$ cat config.mk
export PLATFORM = sky130hd
export DESIGN_NAME = card_sprite_renderer_flat
export DESIGN_NICKNAME = d
export VERILOG_FILES = /design/src/rtl/card_sprite_renderer_if.sv /design/src/rtl/card_sprite_renderer.sv /design/src/flat_wrapper.sv
export SDC_FILE = /design/constraint.sdc
export NUM_CORES = 1
export LEC_CHECK = 0
export CORE_ASPECT_RATIO = 0.5
export CORE_MARGIN = 5
export CORE_UTILIZATION = 51
export CTS_CLUSTER_DIAMETER = 150
export DETAILED_ROUTE_END_ITERATION = 8
export PLACE_DENSITY = 0.86
export SETUP_SLACK_MARGIN = 0.02
export SLEW_MARGIN = 20
export SYNTH_ARGS = -nofsm -noshare
export SYNTH_HDL_FRONTEND = slang
export SYNTH_SLANG_ARGS = --single-unit
$ cat constraint.sdc
create_clock -name clock -period 2.9 [get_ports clock]
set_input_delay 0.58 -clock clock [delete_from_list [all_inputs] [get_ports clock]]
set_output_delay 0.58 -clock clock [all_outputs]
set_load 0.01 [all_outputs]
$ cat src/rtl/card_sprite_renderer_if.sv
// Card image memory read bus.
//   rAddr   : card memory read address (renderer -> memory)
//   RE      : read enable, high only for card-hit pixels (renderer -> memory)
//   dataOut : read data, valid one cycle after rAddr (memory -> renderer)
// The master modport is the renderer side; the slave modport is the memory side.
interface card_sprite_renderer_if #(
  parameter int ADDR_W  = 9,
  parameter int COLOR_W = 3
);
  logic [ADDR_W-1:0]  rAddr;
  logic               RE;
  logic [COLOR_W-1:0] dataOut;

  modport master (output rAddr, output RE, input dataOut);
  modport slave  (input rAddr, input RE, output dataOut);
endinterface

$ cat src/rtl/card_sprite_renderer.sv
// Card sprite renderer for the 256x240 VGA path.
// Turns the current pixel coordinate into a card-memory read address, then
// composites the returned card colour over the background colour. Card
// placement is double-buffered (pending -> current at frame_start), and the
// card can be shown, hidden, or blinked with a frame-counted half-period.
// Ports:
//   clock, reset_n           : pixel clock, asynchronous active-low reset
//   frame_start              : one-cycle pulse at the start of each frame
//   pix_valid, pix_x, pix_y  : incoming pixel coordinate and its qualifier
//   bg_color                 : background colour for the incoming pixel
//   pos_x, pos_y, pos_load   : requested card placement, captured on pos_load
//   show, blink_en           : visibility controls, sampled at frame_start
//   mem                      : card memory read bus (rAddr/RE out, dataOut in)
//   pix_color, pix_valid_out : composited pixel, 3 cycles after pix_*
//   card_hit                 : pix_color came from an opaque card pixel
module card_sprite_renderer #(
  parameter int                 CARD_W       = 16,
  parameter int                 CARD_H       = 32,
  parameter int                 ADDR_W       = 9,
  parameter int                 COLOR_W      = 3,
  parameter logic [COLOR_W-1:0] TRANSPARENT  = '0,
  parameter int                 BLINK_FRAMES = 30
) (
  input  logic                           clock,
  input  logic                           reset_n,
  input  logic                           frame_start,
  input  logic                           pix_valid,
  input  logic [8:0]                     pix_x,
  input  logic [7:0]                     pix_y,
  input  logic [COLOR_W-1:0]             bg_color,
  input  logic [8:0]                     pos_x,
  input  logic [7:0]                     pos_y,
  input  logic                           pos_load,
  input  logic                           show,
  input  logic                           blink_en,
  card_sprite_renderer_if.master         mem,
  output logic [COLOR_W-1:0]             pix_color,
  output logic                           pix_valid_out,
  output logic                           card_hit
);

  localparam int XW    = $clog2(CARD_W);
  localparam int YW    = ADDR_W - XW;
  localparam int CNT_W = (BLINK_FRAMES > 1) ? $clog2(BLINK_FRAMES) : 1;
  localparam logic [CNT_W-1:0] CNT_LAST = CNT_W'(BLINK_FRAMES - 1);
  localparam logic signed [9:0] CARD_W_S = 10'(CARD_W);
  localparam logic signed [8:0] CARD_H_S = 9'(CARD_H);

  typedef enum logic [1:0] {
    OFF = 2'd0,
    VIS = 2'd1,
    HID = 2'd2
  } state_t;

  state_t             state, state_nxt;
  logic [CNT_W-1:0]   blink_cnt, blink_cnt_nxt;

  logic [8:0]         pend_x, cur_x;
  logic [7:0]         pend_y, cur_y;

  logic signed [9:0]  dx_p0;
  logic signed [8:0]  dy_p0;
  logic               hit_p0;
  logic [ADDR_W-1:0]  addr_p0;

  logic               hit_p1, vld_p1;
  logic [COLOR_W-1:0] bg_p1;
  logic               hit_p2, vld_p2;
  logic [COLOR_W-1:0] bg_p2;
  logic               opaque_p2;

  // Placement: pos_load fills the pending pair; frame_start commits it. When
  // both arrive together the new request goes straight to the current pair.
  always_ff @(posedge clock or negedge reset_n) begin
    if (!reset_n) begin
      pend_x <= '0;
      pend_y <= '0;
      cur_x  <= '0;
      cur_y  <= '0;
    end else begin
      if (pos_load) begin
        pend_x <= pos_x;
        pend_y <= pos_y;
      end
      if (frame_start) begin
        cur_x <= pos_load ? pos_x : pend_x;
        cur_y <= pos_load ? pos_y : pend_y;
      end
    end
  end

  always_ff @(posedge clock or negedge reset_n) begin
    if (!reset_n) begin
      state     <= OFF;
      blink_cnt <= '0;
    end else begin
      state     <= state_nxt;
      blink_cnt <= blink_cnt_nxt;
    end
  end

  // Visibility FSM; it only moves on frame_start so the card never flickers
  // part-way through a frame.
  always_comb begin
    state_nxt     = state;
    blink_cnt_nxt = blink_cnt;
    if (frame_start) begin
      case (state)
        OFF: begin
          if (show) begin
            state_nxt     = VIS;
            blink_cnt_nxt = '0;
          end
        end
        VIS: begin
          if (!show) begin
            state_nxt     = OFF;
            blink_cnt_nxt = '0;
          end else if (blink_en) begin
            if (blink_cnt == CNT_LAST) begin
              state_nxt     = HID;
              blink_cnt_nxt = '0;
            end else begin
              blink_cnt_nxt = blink_cnt + CNT_W'(1);
            end
          end else begin
            blink_cnt_nxt = '0;
          end
        end
        HID: begin
          if (!show) begin
            state_nxt     = OFF;
            blink_cnt_nxt = '0;
          end else if (!blink_en) begin
            state_nxt     = VIS;
            blink_cnt_nxt = '0;
          end else if (blink_cnt == CNT_LAST) begin
            state_nxt     = VIS;
            blink_cnt_nxt = '0;
          end else begin
            blink_cnt_nxt = blink_cnt + CNT_W'(1);
          end
        end
        default: begin
          state_nxt     = OFF;
          blink_cnt_nxt = '0;
        end
      endcase
    end
  end

  // Stage 0: hit test. Offsets are signed so pixels left of / above the card
  // come out negative and miss, which also prevents any wrap-around.
  assign dx_p0   = $signed({1'b0, pix_x}) - $signed({1'b0, cur_x});
  assign dy_p0   = $signed({1'b0, pix_y}) - $signed({1'b0, cur_y});
  assign hit_p0  = pix_valid && (state == VIS) &&
                   !dx_p0[9] && (dx_p0 < CARD_W_S) &&
                   !dy_p0[8] && (dy_p0 < CARD_H_S);
  // CARD_W is a power of two, so dy*CARD_W+dx is a plain concatenation.
  assign addr_p0 = {dy_p0[YW-1:0], dx_p0[XW-1:0]};

  // Stage 1: issue the memory read, register the pixel context.
  always_ff @(posedge clock or negedge reset_n) begin
    if (!reset_n) begin
      mem.rAddr <= '0;
      mem.RE    <= 1'b0;
      hit_p1    <= 1'b0;
      vld_p1    <= 1'b0;
    end else begin
      mem.rAddr <= hit_p0 ? addr_p0 : '0;
      mem.RE    <= hit_p0;
      hit_p1    <= hit_p0;
      vld_p1    <= pix_valid;
    end
  end

  // Stage 2: memory is producing dataOut; carry the context alongside it.
  always_ff @(posedge clock or negedge reset_n) begin
    if (!reset_n) begin
      hit_p2 <= 1'b0;
      vld_p2 <= 1'b0;
    end else begin
      hit_p2 <= hit_p1;
      vld_p2 <= vld_p1;
    end
  end

  always_ff @(posedge clock) begin
    bg_p1 <= bg_color;
    bg_p2 <= bg_p1;
  end

  // Stage 3: composite. Transparent card texels fall through to background;
  // invalid pixels are forced to black.
  assign opaque_p2 = vld_p2 && hit_p2 && (mem.dataOut != TRANSPARENT);

  always_ff @(posedge clock or negedge reset_n) begin
    if (!reset_n) begin
      pix_valid_out <= 1'b0;
      card_hit      <= 1'b0;
      pix_color     <= '0;
    end else begin
      pix_valid_out <= vld_p2;
      card_hit      <= opaque_p2;
      pix_color     <= opaque_p2 ? mem.dataOut : (vld_p2 ? bg_p2 : '0);
    end
  end

endmodule

$ cat src/flat_wrapper.sv
// flat-port wrapper written by rule: the top's interface ports become plain ports
module card_sprite_renderer_flat 
#(
  parameter int                 CARD_W       = 16,
  parameter int                 CARD_H       = 32,
  parameter int                 ADDR_W       = 9,
  parameter int                 COLOR_W      = 3,
  parameter logic [COLOR_W-1:0] TRANSPARENT  = '0,
  parameter int                 BLINK_FRAMES = 30
)
  (clock, reset_n, frame_start, pix_valid, pix_x, pix_y, bg_color, pos_x, pos_y, pos_load, show, blink_en, pix_color, pix_valid_out, card_hit, mem_rAddr, mem_RE, mem_dataOut);
  card_sprite_renderer_if #(.ADDR_W(ADDR_W), .COLOR_W(COLOR_W)) mem_i ();
  input  logic clock;
  input  logic reset_n;
  input  logic frame_start;
  input  logic pix_valid;
  input  logic [8:0] pix_x;
  input  logic [7:0] pix_y;
  input  logic [COLOR_W-1:0] bg_color;
  input  logic [8:0] pos_x;
  input  logic [7:0] pos_y;
  input  logic pos_load;
  input  logic show;
  input  logic blink_en;
  output logic [COLOR_W-1:0] pix_color;
  output logic pix_valid_out;
  output logic card_hit;
  output wire logic [$bits(mem_i.rAddr)-1:0] mem_rAddr;
  output wire logic [$bits(mem_i.RE)-1:0] mem_RE;
  input wire logic [$bits(mem_i.dataOut)-1:0] mem_dataOut;
  assign mem_rAddr = mem_i.rAddr;
  assign mem_RE = mem_i.RE;
  assign mem_i.dataOut = mem_dataOut;
  card_sprite_renderer #(.CARD_W(CARD_W), .CARD_H(CARD_H), .ADDR_W(ADDR_W), .COLOR_W(COLOR_W), .TRANSPARENT(TRANSPARENT), .BLINK_FRAMES(BLINK_FRAMES)) u_core (.clock(clock), .reset_n(reset_n), .frame_start(frame_start), .pix_valid(pix_valid), .pix_x(pix_x), .pix_y(pix_y), .bg_color(bg_color), .pos_x(pos_x), .pos_y(pos_y), .pos_load(pos_load), .show(show), .blink_en(blink_en), .mem(mem_i), .pix_color(pix_color), .pix_valid_out(pix_valid_out), .card_hit(card_hit));
endmodule
Yosys cells after proc, flatten, opt, wreduce, memory -nomap -nowiden
Index checks and enable logic that the tools add are counted.

storage, ports and cells
  bits in registers = 65
  bits of input ports = 47
  output and inout bits = 15

cells by class
  add/sub/neg operators = 3
  magnitude comparators = 2
  eq/ne operators = 7
  mux-type cells = 18
  reduce and logical (&&, ||, !) cells = 14

operators with widths
  kind                   number
  $mux W5                4
  $mux W9                2
  $mux W2                7
  $lt A10 B6 Y1 const B  1
  $pmux W5 S2            1
  $sub A9 B9 Y10         1
  $lt A9 B7 Y1 const B   1
  $sub A8 B8 Y9          1
  $mux W8                1
  $logic_and A1 B1 Y1    7
  $mux W3                2
  $pmux W2 S3            1
  $add A5 B1 Y5 const B  1
  $eq A5 B5 Y1 const B   1
  $reduce_and A5 Y1      1
  $ne A4 B3 Y1 const B   1
  $ne A3 B2 Y1 const B   1
  $ne A3 B3 Y1 const B   1
  $reduce_bool A3 Y1     1
  $eq A2 B1 Y1 const B   1
  $eq A2 B2 Y1 const B   1
  $logic_not A1 Y1       2
  $logic_not A2 Y1       1
  $ne A2 B2 Y1 const B   1
  other kinds (2)        2

Depth between registers and ports, before layout
Gate-level depths: netlist of run 1.

  depth after elaboration = 7
  mapped depth = 9
  depth with buffers taken out = 9

Worst setup path before layout of run 1
Ideal clock, no wire load.

  path kind = input to register
  start = in pix_x[0]
  end = reg u_core.mem.rAddr[8]
  library setup time = 0.067 ns
  arrival time = 2.496 ns
  data required time = 2.833 ns
  setup slack = 0.337 ns
  stages on the path = 9
  cell sequence = inv_1 > ha_1 > fa_1 > nand2b_1 > a21oi_1 > xor2_1 > a311oi_1 > nand4b_4 > and4bb_2

on the way
  longest elaborated chain between the ends = 7

RTL lines
  item                                                                   RTL line                       RTL
  from (decl)                                                            flat_wrapper.sv:17             input logic [8:0] pix_x;
  $sub A9 B9 Y10 *                                                       card_sprite_renderer.sv:154    assign dx_p0 = $signed({1'b0, pix_x}) - $signed({1'b0, cur_x});
  parallel branches: the longest is 2 deep, another holds $lt A10 B6 Y1  -
  $logic_and A1 B1 Y1 * (2 in series)                                    card_sprite_renderer.sv:157    !dx_p0[9] && (dx_p0 < CARD_W_S) &&
  $logic_and A1 B1 Y1 *                                                  card_sprite_renderer.sv:158    !dy_p0[8] && (dy_p0 < CARD_H_S);
  $mux W9 *                                                              card_sprite_renderer.sv:170    mem.rAddr <= hit_p0 ? addr_p0 : '0;
  to (signal assigned)                                                   card_sprite_renderer.sv:170
  to (decl)                                                              card_sprite_renderer_if.sv:14  modport master (output rAddr, output RE, input dataOut);

Mark *: on every way between the ends.
A chain may end at the register's enable or synchronous reset.

Worst setup path after layout of run 1
Same ends and word-level chain as after synthesis.

==> results of run 1 <==
-- registers in the layout (all words and copies together) (netlist names) --
signal and cells:
u_core.cur_x 9, u_core.mem.rAddr 9, u_core.pend_x 9, u_core.cur_y 8, u_core.pend_y 8, u_core.blink_cnt 5, u_core.bg_p1 3, u_core.bg_p2 3
u_core.pix_color 3, u_core.state 2, u_core.card_hit 1, u_core.hit_p2 1, u_core.mem.RE 1, u_core.pix_valid_out 1, u_core.vld_p1 1, u_core.vld_p2 1
-- cell usage in the layout, fill, tap and decap left out, drive strengths merged, types with 4 or more instances in the layout --
cell	count
nor2	15
nand2	28
dfxtp	6
a21oi	11
o21a	5
dfrtp	59
mux2	20
nor3	9
clkdlybuf4s50	60
ha	23
inv	31
clkbuf	9
nor2b	4
buf	15
o21ai	33
nand2b	4
-- area by class of cell --
class / instances / area, um2
inverter: 27 / 101.3
fill: 405 / 1754
clock inverter: 7 / 83.83
multi-input combinational: 195 / 1449
timing repair buffer: 75 / 710.7
sequential: 65 / 1597
tap: 88 / 110.1
clock buffer: 9 / 225.2
-- metrics by stage --
stage / setup slack [ns] / total power, mW / hold WS (ns) / setup TNS, ns / util
floorplan: 0.3370 / 1.427 / 0.2844 / 0 / -
CTS: 0.02735 / 2.799 / 0.3409 / 0 / 0.7060
global placement: -0.2363 / 1.625 / 0.3125 / -1.751 / 0.6504
detailed placement: -0.3445 / 1.651 / 0.3144 / -2.764 / 0.6504
global route: 0.03177 / 2.942 / 0.3435 / 0 / 0.7091
finish: 0.1434 / 2.797 / 0.3379 / 0 / 0.7091
-- power by group through the flow --
stage	Sequential (mW)	Combinational, mW	Clock, mW
6_report	1.03	0.655	1.12
5_1_grt	1.03	0.731	1.18
4_1_cts	1.03	0.638	1.14
3_5_place_dp	1.04	0.610	0
3_3_place_gp	1.03	0.590	0
2_1_floorplan	1.03	0.395	0
-- logic make-up after synthesis --
kind of cell             after synthesis
flip-flops                            65
adder cells (fa/ha/maj)               25
multiplexers                          20
AND/OR/NAND/NOR                       77
AO/OA/AOI/OAI                         68
XOR/XNOR                               4
buffers and inverters                 33
-- metal layers --
layer	part of all wire	up-vias	GRT usage	routed length (um)
li1	-	1193	-	-
met1	0.43	1187	0.2634	3194
met2	0.47	92	0.3186	3475
met3	0.085	10	0.08684	632
met4	0.013	0	0.07486	93
met5	0	-	0	0
-- worst max-delay path, delay by kind of cell --
kind,cells,cell delay (ns)
XOR/XNOR,1,0.11
adder cells (fa/ha/maj),2,0.57
AO/OA/AOI/OAI,2,0.45
buffers and inverters,3,0.68
AND/OR/NAND/NOR,3,0.61
-- worst paths after layout --
path / to / slack [ns] / cells past startpoint
min: u_core.bg_p2[1]$_DFF_P_ / 0.34 / 0
min in group asynchronous: u_core.cur_y[3]$_DFFE_PN0P_ / 0.39 / 2
max reg2reg: u_core.mem.rAddr[8]$_DFF_PN0_ / 0.52 / 9
max in group asynchronous: u_core.pend_x[3]$_DFF_PN0_ / 2.05 / 2
min reg2reg: u_core.bg_p2[1]$_DFF_P_ / 0.34 / 0
max: u_core.mem.rAddr[8]$_DFF_PN0_ / 0.14 / 11
-- repair_timing --
action                     4_1_cts  5_1_grt
setup endpoints to repair       10       10
setup buffers                    1        1
gates resized for setup          1        2
pin swaps                        2        3
gates cloned                     1        0
==> flow_summary.yaml, run 1 <==
setup_path:
  cp-start-kind: "primary input"
  cp.required_ns: 3.17
  worst-endpoint-arrival_ns: 3.03
  end_kind: "register"
  rr_startpoint: "u_core.cur_x[0]$_DFFE_PN0P_"
  critical-path-max-stage-delay_ns: 0.45
  path_max_fanout: 5
  worstPathCellList: "clkdlybuf4s50_1 -> inv_1 -> ha_1 -> fa_2 -> nand2b_1 -> a21oi_2 -> xor2_1 -> a311oi_1 -> buf_4 -> nand4b_4 -> and4bb_2"
  startpoint: "pix_x[0]"
  critical_path_class: "in2reg"
  cp_slowest_cell: "clkdlybuf4s50_1"
die:
  floorplan.core_area_mm2: 0.006031
  num_io_pins: 62
  chipHeight_um: 65.48
  die_width_um: 121.0
  initial_core_util: 0.5205
  dieArea_mm2: 0.007920
  num_rows: 20
synthesis:
  synth-compound-area-share: 0.1315
  gate_count_after_technology_mapping: 292
  synth_enable_flop_cells: 0
  yosys_register_bits: 65
  synth_simple_gate_area_share: 0.1331
  asyncSetResetFlopFracSynth: 0.9077
  syn-mean-instance-area_um2: 10.75
  netlist-cell-type-count: 44
  yosys_warnings: 0
  yosys.area.top_type_share: 0.4703
  seq_area_frac_synth: 0.5086
  synth_area_leader_cell: "dfrtp_1"
  synth-xor-area-share: 0.01116
  syn-num-nets: 364
  synth_adder_area_share: 0.1044
  synth_top_family_by_area: "simple AND/OR/NAND/NOR gates"
  synthMuxAreaShare: 0.07174
  post-synth-top-count-cell: "dfrtp_1"
  yosys_most_used_dff: "dfrtp_1"
  most_used_standard_cells_in_the_synthesized_netlist: "dfrtp_1 (59), o21ai_0 (31), nand2_1 (28)"
  post_synth_instance_area_mm2: 0.003139
  synth.area.top_cells: "dfrtp_1 (47%), ha_1 (9.2%), mux2_2 (7.2%), o21ai_0 (4.9%), dfxtp_1 (3.8%)"
grt:
  grt_max_degree: 60
  vias_in_the_first_global_route: 2525
  globalRouteOverflowTotal: 0
  grt_antenna_before_repair: 0
  track_usage: 0.2069
  grt_first_pass_wirelength_mm: 12.28
route:
  viasPerCell: 5.326
  post-route-drc-count: 0
  vias: 2482
  drt_first_iter_violations: 226
  antenna_left: 0
  firstDrtPassIters: 4
  wirelength_mm: 7.396
  wire_per_inst_um: 15.87
clocking:
  htreeDepth: 3
  cts.sink_count: 65
  clk_transition_reported_paths_ns: 0.06
  cts_tree: "done"
  ctsLongestPathBuffers: 2
  tritoncts.num_buffers: 9
  ctsHoldBuffers: 0
  clock-root-buffer: "clkbuf_16"
  clkLatencyLatePin_ns: 0.34
timing:
  grt_setup_unrepaired: "false"
  setup_violations: 0
  min_period_ns: 2.757
  finalMaxSlewViolations: 0
  finalHoldViolations: 0
  worst_pin_slew_ns: 0.7180
  min_period_over_period: 0.9506
  slew_headroom: 0.5214
  fin_skew_ns: 0.008008
  achievable-frequency_mhz: 362.8
power:
  vdd_drop_max_v: 0.0003527
  power.combinational.fraction: 0.234
  total_switching_power_mw: 0.8284
  power.clock.fraction: 0.399
  power_dens_cells_mw_per_mm2: 654.1
  switching_share: 0.2961
  leakage_power_summed_over_all_cells_nw: 1.924
  pwr-share-seq: 0.366
  p_int_mw: 1.969
cells_and_area:
  stdcell_count: 466
  post-route-cell-area_mm2: 0.004277
  area_overhead_of_the_layout_relative_to_synthesis_pct: 36.23
  finalNetCount: 445
  num_antenna_cells: 0
  layout-drive-gt1-share: 0.1640
status:
  run_status: "complete, no violations"
place:
  dpl_cell_area_mm2: 0.003923
  finalWeightedCongestion: 0.9063
  io_buffers: 61
  place.detailed.hpwl_mm: 5.206
  place_inst: 447
hold_path:
  worst_hold_path_type: "reg2reg"
  holdCritStartpoint: "u_core.bg_p1[1]$_DFF_P_"
run:
  drv.max_cap_violation_count: 0
(Power assumes the default switching activity.)
==> run 2: changes to the inputs <==
--- a/config.mk
+++ b/config.mk
@@ -16,3 +16,4 @@
 export SYNTH_ARGS = -nofsm -noshare
 export SYNTH_HDL_FRONTEND = slang
 export SYNTH_SLANG_ARGS = --single-unit
+export TNS_END_PERCENT = 1
==> run 2 against run 1 <==
Register-to-register slack hardly changed. Clock power hardly changed. Utilization did not move. Largest power group unchanged.
==> flow_summary.yaml, run 2 (same netlist as run 1, synthesis figures left out) <==
route:
  vias: 2483
  post-route-drc-count: 0
  antenna_left: 0
  drt_first_iter_violations: 189
  wire_per_inst_um: 15.94
  viasPerCell: 5.328
  wirelength_mm: 7.426
  firstDrtPassIters: 4
die:
  die_width_um: 121.0
  dieArea_mm2: 0.007920
  floorplan.core_area_mm2: 0.006031
  initial_core_util: 0.5205
  num_rows: 20
  num_io_pins: 62
  chipHeight_um: 65.48
power:
  power_dens_cells_mw_per_mm2: 655.4
  p_int_mw: 1.969
  switching_share: 0.2976
  total_power_consumption_mw: 2.803
  leakage_power_summed_over_all_cells_nw: 1.924
  total_switching_power_mw: 0.8341
  pwr-share-seq: 0.366
  vdd_drop_max_v: 0.0003521
  power.clock.fraction: 0.401
  power.combinational.fraction: 0.234
timing:
  achievable-frequency_mhz: 362.8
  fin_worst_hold_slack_ns: 0.3383
  min_period_ns: 2.757
  finalHoldViolations: 0
  worst_pin_slew_ns: 0.7183
  setup_violations: 0
  tns_ns: 0
  layout_setup_ws_ns: 0.1435
  slew_headroom: 0.5211
  fin_skew_ns: 0.008952
  grt_setup_unrepaired: "false"
  min_period_over_period: 0.9505
  finalMaxSlewViolations: 0
setup_path:
  cpMostUsedCell: "buf_4"
  critical_path_class: "in2reg"
  worstPathBufferInverterCount: 4
  cp-start-kind: "primary input"
  worstPathCellList: "clkdlybuf4s50_1 -> inv_1 -> ha_1 -> fa_2 -> nand2b_1 -> a21oi_2 -> buf_4 -> buf_4 -> a21oi_1 -> o22a_1 -> nand4b_4 -> and4bb_2"
  cp.required_ns: 3.12
  path_max_fanout: 5
  cp_slowest_cell: "clkdlybuf4s50_1"
  worst-endpoint-arrival_ns: 2.98
  critical-path-top-delay-family: "buffers and inverters"
  end_kind: "register"
  critical-path-max-stage-delay_ns: 0.45
cells_and_area:
  area_overhead_of_the_layout_relative_to_synthesis_pct: 36.23
  finalNetCount: 445
  area_of_the_multi_input_gates_mm2: 0.001449
  fillerInstances: 406
  sequential_cell_area_mm2: 0.001597
  top_regs: "u_core.cur_x: 9 flops, u_core.mem.rAddr: 9 flops, u_core.pend_x: 9 flops"
  fin_util: 0.7091
  stdcell_count: 466
  layout-drive-gt1-share: 0.1640
  num_antenna_cells: 0
  layout.cells.most_common_list: "clkdlybuf4s50_1 (60), dfrtp_1 (59), o21ai_0 (31)"
  layout.cells.most_common: "clkdlybuf4s50_1"
  post-route-cell-area_mm2: 0.004277
clocking:
  cts_tree: "done"
  clk_transition_reported_paths_ns: 0.06
  ctsHoldBuffers: 0
  ctsLongestPathBuffers: 2
  clkLatencyLatePin_ns: 0.34
  tritoncts.num_buffers: 9
  cts.sink_count: 65
  htreeDepth: 3
  clock-root-buffer: "clkbuf_16"
place:
  place_inst: 447
  finalWeightedCongestion: 0.9063
  place.detailed.hpwl_mm: 5.206
  dpl_cell_area_mm2: 0.003923
  pre_cts_slack_ns: -0.3445
  io_buffers: 61
grt:
  globalRouteOverflowTotal: 0
  grt_antenna_before_repair: 0
  grt_max_degree: 60
  grt_first_pass_wirelength_mm: 12.06
  track_usage: 0.2035
  vias_in_the_first_global_route: 2487
run:
  drv.max_cap_violation_count: 0
status:
  run_status: "complete, no violations"
hold_path:
  worst_hold_path_type: "reg2reg"
[run 2: cell counts in the layout (fill, tap and decap cells not counted)]
No cell type changed its count.
[run 2: metal layers]
layer | wire (um) | global-route usage
met1 | 3295 | 0.2611
met2 | 3450 | 0.3138
met3 | 598 | 0.08083
met4 | 80 | 0.07486
met5 | 0 | 0
[run 2: final timing paths]
kind | startpoint | endpoint | slack [ns] | cells past startpoint
worst min-delay path | u_core.bg_p1[1]$_DFF_P_ | u_core.bg_p2[1]$_DFF_P_ | 0.34 | 0
min in group asynchronous | reset_n | u_core.state[1]$_DFFE_PN0P_ | 0.38 | 2
worst min register to register | u_core.bg_p1[1]$_DFF_P_ | u_core.bg_p2[1]$_DFF_P_ | 0.34 | 0
max in group asynchronous | reset_n | u_core.pend_y[5]$_DFF_PN0_ | 2.05 | 2
worst max register to register | u_core.cur_x[0]$_DFFE_PN0P_ | u_core.mem.rAddr[8]$_DFF_PN0_ | 0.51 | 10
worst max-delay path | pix_x[0] | u_core.mem.rAddr[8]$_DFF_PN0_ | 0.14 | 12
[run 2: timing repair]
item                       in CTS  in global routing
resized for setup               1                  2
setup endpoints to repair      10                 10
cloned                          0                  1
setup buffers                   1                  1
pin swaps                       2                  3
[run 2: layout make-up]
class | count | share of cell area
clock buffers | 9 | 0.05266
clock inverters | 7 | 0.01960
inverters | 27 | 0.02370
multi-input cells | 195 | 0.3388
flip-flops and latches | 65 | 0.3733
well taps | 88 | 0.02575
repair buffers | 75 | 0.1662
[run 2: power groups by stage]
stage | Combinational, mW | Sequential, mW | Clock (mW)
CTS | 0.630 | 1.03 | 1.14
detailed placement | 0.610 | 1.04 | 0
floorplan | 0.395 | 1.03 | 0
global route | 0.729 | 1.03 | 1.18
global placement | 0.590 | 1.03 | 0
finish | 0.655 | 1.02 | 1.12
==> run 3: changes to the inputs <==
--- a/config.mk
+++ b/config.mk
@@ -6,7 +6,7 @@
 export NUM_CORES = 1
 export LEC_CHECK = 0
 export CORE_ASPECT_RATIO = 0.5
-export CORE_MARGIN = 5
+export CORE_MARGIN = 2
 export CORE_UTILIZATION = 51
 export CTS_CLUSTER_DIAMETER = 150
 export DETAILED_ROUTE_END_ITERATION = 8
==> run 3 against run 2 <==
Non-clock buffer count unchanged. Via count up 3.2%. Setup slack worse by 0.10 ns. Global-route usage grew 2.9 points. Utilization up 0.90 points. First-iteration DRC count increased by 19%. Register-to-register slack worse by 0.10 ns. Power grew 3.2%. Largest power group unchanged.
==> flow_summary.yaml, run 3 (same netlist as run 1, synthesis figures left out) <==
status:
  run_status: "complete, no violations"
route:
  wire_per_inst_um: 16.93
  antenna_left: 0
  detailroute.wirelength.met2_mm: 3.898
  drt_first_iter_violations: 224
  vias: 2563
  viasPerCell: 5.633
  routedLengthMet1_mm: 3.386
  post-route-drc-count: 0
  highest-signal-layer: "met4"
  wirelength_mm: 7.704
  firstDrtPassIters: 5
  route.met3.wl_um: 277
setup_path:
  cp-start-kind: "primary input"
  path_max_fanout: 5
  r2r_end: "u_core.mem.rAddr[2]$_DFF_PN0_"
  r2r_setup_slack_ns: 0.41
  worst_r2r_path_depth: 9
  end_kind: "register"
  cp.required_ns: 3.15
  critical_path_class: "in2reg"
  worst-endpoint-arrival_ns: 3.10
  rr_startpoint: "u_core.cur_x[0]$_DFFE_PN0P_"
timing:
  min_period_ns: 2.859
  setup_violations: 0
  tns_ns: 0
  finalHoldViolations: 0
  slew_headroom: 0.6295
  worst_pin_slew_ns: 0.5521
  layout_setup_ws_ns: 0.04140
  finalMaxSlewViolations: 0
  min_period_over_period: 0.9857
  achievable-frequency_mhz: 349.8
  fin_skew_ns: 0.006016
grt:
  grt_antenna_before_repair: 0
  track_usage: 0.2329
  globalRouteOverflowTotal: 0
  grt_max_degree: 33
  grt_first_pass_wirelength_mm: 11.94
  vias_in_the_first_global_route: 2539
power:
  leakage_power_summed_over_all_cells_nw: 1.932
  power_dens_cells_mw_per_mm2: 670.9
  total_power_consumption_mw: 2.893
  vdd_drop_max_v: 0.0002741
die:
  chipHeight_um: 59.48
  num_io_pins: 62
  floorplan.core_area_mm2: 0.006006
  die_width_um: 115.0
  num_rows: 20
  initial_core_util: 0.5227
  dieArea_mm2: 0.006837
cells_and_area:
  layout.cells.most_common_list: "clkdlybuf4s50_1 (60), dfrtp_1 (59), o21ai_0 (31)"
  layout.cells.most_common: "clkdlybuf4s50_1"
  top_regs: "u_core.cur_x: 9 flops, u_core.mem.rAddr: 9 flops, u_core.pend_x: 9 flops"
  num_antenna_cells: 0
  layout-drive-gt1-share: 0.1799
  finalNetCount: 445
  area_overhead_of_the_layout_relative_to_synthesis_pct: 37.39
clocking:
  clkLatencyLatePin_ns: 0.33
  ctsLongestPathBuffers: 2
  htreeDepth: 3
  clock-root-buffer: "clkbuf_16"
  cts_tree: "done"
  tritoncts.num_buffers: 9
  clk_transition_reported_paths_ns: 0.06
  cts.sink_count: 65
place:
  pre_cts_slack_ns: -0.3729
  finalWeightedCongestion: 0.8548
  io_buffers: 61
  place.detailed.hpwl_mm: 5.444
run:
  drv.max_cap_violation_count: 0
hold_path:
  worst_hold_path_type: "in2async"
run 3: cell types whose count changed in the layout (fill, tap and decap cells not counted), sizes merged:
cell / delta
inv: -3
bufinv: +1
clkinv: +2
run 3: cell type report:
| cell class | instances | area (um2) |
|---|---|---|
| Sequential cell | 65 | 1597 |
| Clock inverter | 7 | 102.6 |
| Inverter | 27 | 101.3 |
| Timing Repair Buffer | 75 | 710.7 |
| Tap cell | 77 | 96.34 |
| Multi-Input combinational cell | 195 | 1480 |
| Fill cell | 397 | 1693 |
| Clock buffer | 9 | 225.2 |
run 3: worst max-delay path by stage:
stage                                          endpoint      from  cells past startpoint
after floorplan           u_core.mem.rAddr[8]$_DFF_PN0_  pix_x[0]                      9
after global placement    u_core.mem.rAddr[3]$_DFF_PN0_  pix_x[0]                     11
after detailed placement  u_core.mem.rAddr[3]$_DFF_PN0_  pix_x[0]                     11
after CTS                 u_core.mem.rAddr[3]$_DFF_PN0_  pix_x[0]                     11
after global routing      u_core.mem.rAddr[2]$_DFF_PN0_  pix_x[0]                     11
final                     u_core.mem.rAddr[2]$_DFF_PN0_  pix_x[0]                     11
run 3: power breakdown:
group	internal [mW]	switching (mW)	leakage, nW
Combinational	0.318	0.371	0.984
Sequential	0.986	0.0420	0.792
Clock	0.759	0.418	0.156
run 3: routing by layer:
| metal | GRT usage | vias up |
|---|---|---|
| met5 | 0 | - |
| met4 | 0.08778 | 0 |
| met3 | 0.05726 | 18 |
| met2 | 0.4059 | 65 |
| met1 | 0.2868 | 1287 |
| li1 | - | 1193 |
run 3: per-stage QoR:
stage / std cells / hold WS (ns) / utilization / area, um2
floorplan: 292 / 0.2844 / - / 3139
global placement: 436 / 0.3149 / 0.6508 / 3909
detailed placement: 436 / 0.3212 / 0.6508 / 3909
CTS: 452 / 0.2412 / 0.7065 / 4243
global route: 455 / 0.2630 / 0.7181 / 4313
finish: 455 / 0.2306 / 0.7181 / 4313
run 3: critical path, cell delays in order:
cell and delay [ns]:
clkdlybuf4s50_1 0.45, inv_1 0.05, ha_1 0.22, fa_2 0.36
nand2b_4 0.16, a21oi_4 0.17, xor2_1 0.11, a311oi_1 0.29
buf_4 0.19, nand4b_2 0.23, nor3_2 0.29
run 3: timing repair:
| action | 4_1_cts | 5_1_grt |
|---|---|---|
| buffers inserted | 0 | 2 |
| resized for setup | 2 | 8 |
| hold buffers | 0 | 0 |
| gates cloned | 0 | 1 |
| pin swaps | 3 | 5 |
| endpoints found under the setup margin | 4 | 8 |
